`src/rtl/vm_ctrl_pkg.sv`:
```
// Shared types and constants for the stack-VM run controller.
package vm_ctrl_pkg;

    typedef enum logic [2:0] {
        ST_IDLE   = 3'd0,
        ST_LOAD   = 3'd1,
        ST_RUN    = 3'd2,
        ST_READ   = 3'd3,
        ST_SAMPLE = 3'd4,
        ST_DONE   = 3'd5
    } vm_ctrl_state_t;

    localparam logic [3:0] OP_HALT = 4'hF;

    localparam int IN_BASE_DEF      = 140;
    localparam int VERDICT_ADDR_DEF = 135;
    localparam int PASS_VAL_DEF     = 2;

endpackage

```
`src/rtl/vm_dmem_mux.sv`:
```
// Data-memory port owner select: the core drives the port while it runs,
// the controller drives it at all other times.
module vm_dmem_mux #(
    parameter int AW = 8,
    parameter int DW = 8
) (
    input  logic          sel_core,
    input  logic [AW-1:0] ctl_raddr,
    input  logic [AW-1:0] ctl_waddr,
    input  logic          ctl_we,
    input  logic [DW-1:0] ctl_wdata,
    input  logic [AW-1:0] core_raddr,
    input  logic [AW-1:0] core_waddr,
    input  logic          core_we,
    input  logic [DW-1:0] core_wdata,
    output logic [AW-1:0] mem_raddr,
    output logic [AW-1:0] mem_waddr,
    output logic          mem_we,
    output logic [DW-1:0] mem_wdata
);

    assign mem_raddr = sel_core ? core_raddr : ctl_raddr;
    assign mem_waddr = sel_core ? core_waddr : ctl_waddr;
    assign mem_we    = sel_core ? core_we    : ctl_we;
    assign mem_wdata = sel_core ? core_wdata : ctl_wdata;

endmodule

```
`src/rtl/vm_run_ctrl.sv`:
```
// Run controller for the 8-bit stack VM: loads the input string, runs the
// core until halt or timeout, then reads back the verdict byte.
//
// state  | meaning
// IDLE   | core held in reset, waiting for start
// LOAD   | accepting input bytes into data memory
// RUN    | core released, memory port owned by the core
// READ   | verdict address presented to memory
// SAMPLE | registered verdict byte available, pass captured
// DONE   | results held until the next start
module vm_run_ctrl
    import vm_ctrl_pkg::*;
#(
    parameter int AW           = 8,
    parameter int DW           = 8,
    parameter int IN_BASE      = IN_BASE_DEF,
    parameter int IN_MAX       = 64,
    parameter int VERDICT_ADDR = VERDICT_ADDR_DEF,
    parameter int PASS_VAL     = PASS_VAL_DEF,
    parameter int TIMEOUT      = 50000,
    parameter int CW           = 20
) (
    input  logic          eo3,
    input  logic          nF3,
    input  logic          start,
    input  logic          in_valid,
    output logic          in_ready,
    input  logic [DW-1:0] in_data,
    input  logic          in_last,
    output logic          core_rst,
    input  logic [3:0]    core_op,
    input  logic [AW-1:0] core_raddr,
    input  logic [AW-1:0] core_waddr,
    input  logic          core_we,
    input  logic [DW-1:0] core_wdata,
    output logic [AW-1:0] mem_raddr,
    output logic [AW-1:0] mem_waddr,
    output logic          mem_we,
    output logic [DW-1:0] mem_wdata,
    input  logic [DW-1:0] mem_rdata,
    output logic          busy,
    output logic          done,
    output logic          pass,
    output logic          timeout,
    output logic [CW-1:0] cycles
);

    vm_ctrl_state_t state, state_nxt;
    logic [AW-1:0]  idx;
    logic           op_halt_q;
    logic           in_hs;
    logic           load_end;
    logic           halt_det;
    logic           tc_hit;
    logic           start_ok;
    logic [CW-1:0]  cycles_inc;
    logic [AW-1:0]  ctl_raddr;
    logic [AW-1:0]  ctl_waddr;
    logic [DW-1:0]  ctl_wdata;

    assign in_ready   = (state == ST_LOAD);
    assign in_hs      = in_ready && in_valid;
    assign load_end   = in_hs && (in_last || (idx == AW'(IN_MAX - 1)));
    assign start_ok   = start && ((state == ST_IDLE) || (state == ST_DONE));
    assign cycles_inc = cycles + CW'(1);

    // Two consecutive halt opcodes are required because the core spends one
    // cycle fetching and one executing each instruction.
    assign halt_det = (state == ST_RUN) && (core_op == OP_HALT) && op_halt_q;
    assign tc_hit   = (state == ST_RUN) && (cycles_inc == CW'(TIMEOUT));

    always_comb begin
        state_nxt = state;
        case (state)
            ST_IDLE:   if (start) state_nxt = ST_LOAD;
            ST_LOAD:   if (load_end) state_nxt = ST_RUN;
            ST_RUN:    if (halt_det || tc_hit) state_nxt = ST_READ;
            ST_READ:   state_nxt = ST_SAMPLE;
            ST_SAMPLE: state_nxt = ST_DONE;
            ST_DONE:   if (start) state_nxt = ST_LOAD;
            default:   state_nxt = ST_IDLE;
        endcase
    end

    always_ff @(posedge eo3 or negedge nF3) begin
        if (!nF3) begin
            state     <= ST_IDLE;
            idx       <= '0;
            op_halt_q <= 1'b0;
            cycles    <= '0;
            pass      <= 1'b0;
            timeout   <= 1'b0;
            core_rst  <= 1'b1;
            busy      <= 1'b0;
            done      <= 1'b0;
        end else begin
            state     <= state_nxt;
            core_rst  <= (state_nxt != ST_RUN);
            busy      <= (state_nxt == ST_LOAD) || (state_nxt == ST_RUN) ||
                         (state_nxt == ST_READ) || (state_nxt == ST_SAMPLE);
            done      <= (state_nxt == ST_DONE);
            op_halt_q <= (state == ST_RUN) && (core_op == OP_HALT);

            if (start_ok) begin
                idx     <= '0;
                cycles  <= '0;
                pass    <= 1'b0;
                timeout <= 1'b0;
            end

            if (in_hs) idx <= idx + AW'(1);

            if (state == ST_RUN) begin
                if (cycles != CW'(TIMEOUT)) cycles <= cycles_inc;
                if (tc_hit && !halt_det) timeout <= 1'b1;
            end

            if (state == ST_SAMPLE)
                pass <= (mem_rdata == DW'(PASS_VAL)) && !timeout;
        end
    end

    assign ctl_waddr = in_ready ? (AW'(IN_BASE) + idx) : '0;
    assign ctl_wdata = in_ready ? in_data : '0;
    assign ctl_raddr = (state == ST_READ) ? AW'(VERDICT_ADDR) : '0;

    vm_dmem_mux #(
        .AW (AW),
        .DW (DW)
    ) u_dmem_mux (
        .sel_core   (state == ST_RUN),
        .ctl_raddr  (ctl_raddr),
        .ctl_waddr  (ctl_waddr),
        .ctl_we     (in_hs),
        .ctl_wdata  (ctl_wdata),
        .core_raddr (core_raddr),
        .core_waddr (core_waddr),
        .core_we    (core_we),
        .core_wdata (core_wdata),
        .mem_raddr  (mem_raddr),
        .mem_waddr  (mem_waddr),
        .mem_we     (mem_we),
        .mem_wdata  (mem_wdata)
    );

endmodule

```
`config.mk`:
```
export PLATFORM = sky130hd
export DESIGN_NAME = vm_run_ctrl
export DESIGN_NICKNAME = d
export VERILOG_FILES = /design/src/rtl/vm_ctrl_pkg.sv /design/src/rtl/vm_dmem_mux.sv /design/src/rtl/vm_run_ctrl.sv
export SDC_FILE = /design/constraint.sdc
export NUM_CORES = 1
export LEC_CHECK = 0
export CAP_MARGIN = 20
export CORE_MARGIN = 3
export CORE_UTILIZATION = 40
export CTS_CLUSTER_DIAMETER = 60
export DETAILED_ROUTE_END_ITERATION = 10
export PLACE_DENSITY = 0.78
export SYNTH_ARGS = -nofsm -noshare
export SYNTH_HDL_FRONTEND = slang
export SYNTH_HIERARCHICAL = 1
export SYNTH_SLANG_ARGS = --single-unit
```
`constraint.sdc`:
```
create_clock -name eo3 -period 2.8 [get_ports eo3]
set_input_delay 0.28 -clock eo3 [delete_from_list [all_inputs] [get_ports eo3]]
set_output_delay 0.28 -clock eo3 [all_outputs]
set_load 0.02 [all_outputs]
```
==> reports/summary.txt <==
data required time at the worst endpoint: 2.52 ns
Hold WC Path Type: input pin to asynchronous set/reset pin
maximum clock rate: 374 MHz
all-layer global routing usage: 18.5%
number of cells produced by synthesis: 322
routed length per placed instance: 15.0 µm
synthesized area per cell: 8.91 µm²
last weighted congestion value of the routability-driven placer: 0.897
post-placement setup slack: 0.315 ns
most area-hungry cell type in the Yosys netlist: sky130_fd_sc_hd__dfrtp_1
number of buffers added on ports: 100
number of storage elements in the synthesis netlist: 37
met1 routing resource usage after global routing: 23.8%
peak-usage layer in the global routing report: met2
remaining antenna violation count after routing: 0
largest voltage drop on the vdd net: 0.000382 V
post-detailed-placement half-perimeter wirelength: 5830 µm
Fill cells: 611
number of sinks on the clock net: 37
Final nets: 473
most common cell after layout, fill and taps aside: sky130_fd_sc_hd__clkdlybuf4s50_1
number of pins exceeding their max-slew limit in the final report: 0
number of placed instances with taps included: 506
transition time at the pin with the least slew margin: 0.832 ns
global-route wire length before repair: 12600 µm
Total Negative Setup Slacks: 0 ns
FFs w/ async S/R, synth: 100%
die height: 90.7 µm
via count normalized by instance count: 5.30
number of hold buffers added after cts: 0
hold slack: 0.0809 ns
final number of hold-violating endpoints: 0
Die Outline Area: 8220 µm²
source of the critical timing path: state[0]$_DFF_PN0_
Final Critical Period: 2.68 ns
largest fanout on the critical path: 12
run status: finished clean
total congestion overflow after global routing: 0
total area of sequential cells: 928 µm²
H-tree levels: 2
fraction of final layout cells with drive strength greater than 1: 13.9%
flip-flop cell with the highest count after synthesis: sky130_fd_sc_hd__dfrtp_1
RSZ-0062 raised after global routing: false
count of final setup violators: 0
cell area after technology mapping: 2870 µm²
final setup skew: 0.00991 ns
number of clock buffers inserted by TritonCTS: 5
Critical Path Sink Type: output port
Placed Area: 3930 µm²
clock-pin transition on the worst setup and hold timing paths: 0.08 ns
crit path DAT: 2.40 ns
area of the placeable core: 6870 µm²
number of design-rule violations left by the first detailed-router iteration: 134
horizontal die dimension: 90.7 µm
utilization of the core after routing: 58.9%
iteration count of the initial detailed-routing pass: 4
power density cells: 654 nW/µm²
Post-synth EDFFs: 0
smallest setup slack after layout: 0.123 ns
Max-cap violations: 0
synth warn: 6
TritonCTS clock tree: done
diode count: 0
leakage: 1.64 nW
critical path type: register to output port
part of the cycle the worst path needs: 95.6%
antenna violations before repair: 0
critical register-to-register path startpoint: cycles[0]$_DFF_PN0_
sequential fraction of the synthesis area: 32.3%
num rows: 30
fraction of post-synthesis cell area in the top cell type by area: 31.4%
final WL: 7700 µm
residual DRC count: 0
Slew HR: 44.5%
crit start category: register
vias post-DR: 2724
growth of design area from synthesis to finish: 41.1%
Synth area leaders: sky130_fd_sc_hd__dfrtp_1, sky130_fd_sc_hd__mux2_4, sky130_fd_sc_hd__o21ai_0
footprint of the multi-input gates: 1790 µm²
grt met3 use: 5.42%
commonest cells after routing, fill and taps aside: sky130_fd_sc_hd__clkdlybuf4s50_1, sky130_fd_sc_hd__dfrtp_1, sky130_fd_sc_hd__o21ai_0, sky130_fd_sc_hd__nand2_1, sky130_fd_sc_hd__nor2_1
met2 Usage GRT: 30.3%
fin area: 4050 µm²
via count of the first global-routing pass: 2625
PnR Total Power: 2.64 mW
Worst-Skew Late Latency: 0.29 ns
buffer count from post-CTS setup fixing: 0
maximum number of pins on one net before global-route repair: 38
CTS max path bufs: 2
Finished Layout Cells: 514
number of different library cells in the post-synthesis netlist: 55
clock tree root driver cell: sky130_fd_sc_hd__clkbuf_8
initial cell density of the core: 41.7%
number of primary I/O pins: 101
per-layer routing:
layer	wire length, µm	up-vias
met2	3540	100
met4	103	0
met5	0	-
li1	-	1339
met3	587	10
met1	3460	1275
cell usage after synthesis, types with 3 or more instances:
cell / n
sky130_fd_sc_hd__a21oi_1: 9
sky130_fd_sc_hd__and2_1: 16
sky130_fd_sc_hd__and3_1: 4
sky130_fd_sc_hd__buf_2: 8
sky130_fd_sc_hd__clkbuf_1: 8
sky130_fd_sc_hd__dfrtp_1: 36
sky130_fd_sc_hd__ha_1: 6
sky130_fd_sc_hd__inv_1: 8
sky130_fd_sc_hd__inv_2: 3
sky130_fd_sc_hd__mux2_2: 5
sky130_fd_sc_hd__mux2_4: 20
sky130_fd_sc_hd__nand2_1: 27
sky130_fd_sc_hd__nand2b_1: 3
sky130_fd_sc_hd__nand3_1: 16
sky130_fd_sc_hd__nand4_1: 8
sky130_fd_sc_hd__nor2_1: 27
sky130_fd_sc_hd__nor2b_1: 3
sky130_fd_sc_hd__nor3_1: 6
sky130_fd_sc_hd__nor4_1: 3
sky130_fd_sc_hd__o211ai_1: 3
sky130_fd_sc_hd__o21ai_0: 34
sky130_fd_sc_hd__o31ai_1: 11
sky130_fd_sc_hd__o41ai_1: 4
sky130_fd_sc_hd__or2_2: 3
sky130_fd_sc_hd__or3_1: 3
sky130_fd_sc_hd__xnor2_1: 6
sky130_fd_sc_hd__xor2_1: 7
path summary, 6_finish.rpt:
check | end | slack [ns] | depth (start not counted)
max | mem_we | 0.12 | 7
min | cycles[19]$_DFF_PN0_ | 0.08 | 1
max reg2reg | state[0]$_DFF_PN0_ | 0.43 | 7
min reg2reg | timeout$_DFF_PN0_ | 0.53 | 2
max in group asynchronous | state[0]$_DFF_PN0_ | 2.13 | 1
min in group eo3 | timeout$_DFF_PN0_ | 0.53 | 2
critical path, cell delays in order (launching register included):
cell and delay (ns):
sky130_fd_sc_hd__dfrtp_2 0.45, sky130_fd_sc_hd__inv_2 0.06, sky130_fd_sc_hd__or3_1 0.50, sky130_fd_sc_hd__inv_4 0.17, sky130_fd_sc_hd__nand2_4 0.10, sky130_fd_sc_hd__inv_2 0.09
sky130_fd_sc_hd__mux2_2 0.14, sky130_fd_sc_hd__clkdlybuf4s50_1 0.60
layout make-up:
type	instances	area share, %
multi-input cells	257	44.3
clock buffers	7	2.13
clock inverters	1	0.742
well taps	96	2.97
repair buffers	105	25.9
flip-flops and latches	37	23.0
inverters	11	1.08
where the power goes:
part | switching (mW) | total (mW) | leakage, nW | internal (mW)
combinational | 0.719 | 1.46 | 1.09 | 0.738
sequential | 0.0984 | 0.704 | 0.501 | 0.606
clock | 0.192 | 0.483 | 0.0585 | 0.290
total | 1.01 | 2.64 | 1.64 | 1.63
sequential cells by signal (all words and copies together), names as in the netlist:
| name | count |
|---|---|
| busy | 1 |
| state | 3 |
| core_rst | 1 |
| pass | 1 |
| done | 1 |
| idx | 8 |
| op_halt_q | 1 |
| timeout | 1 |
| cycles | 20 |
kinds of logic after synthesis:
| kind of cell | share of synthesized area [%] |
|---|---|
| AOI/OAI and AO/OA | 15.7 |
| xor gates and xnor gates | 3.97 |
| adders and majority gates | 2.62 |
| buffers and inverters | 5.93 |
| DFF | 32.3 |
| muxes | 13.1 |
| other | 0.131 |
| and+or+nand+nor | 26.1 |
repair_timing:
| item | in CTS | in global routing |
|---|---|---|
| cloned | 0 | 0 |
| resized for setup | 1 | 1 |
| endpoints found under the setup margin | 1 | 5 |
(Power assumes the default switching activity.)
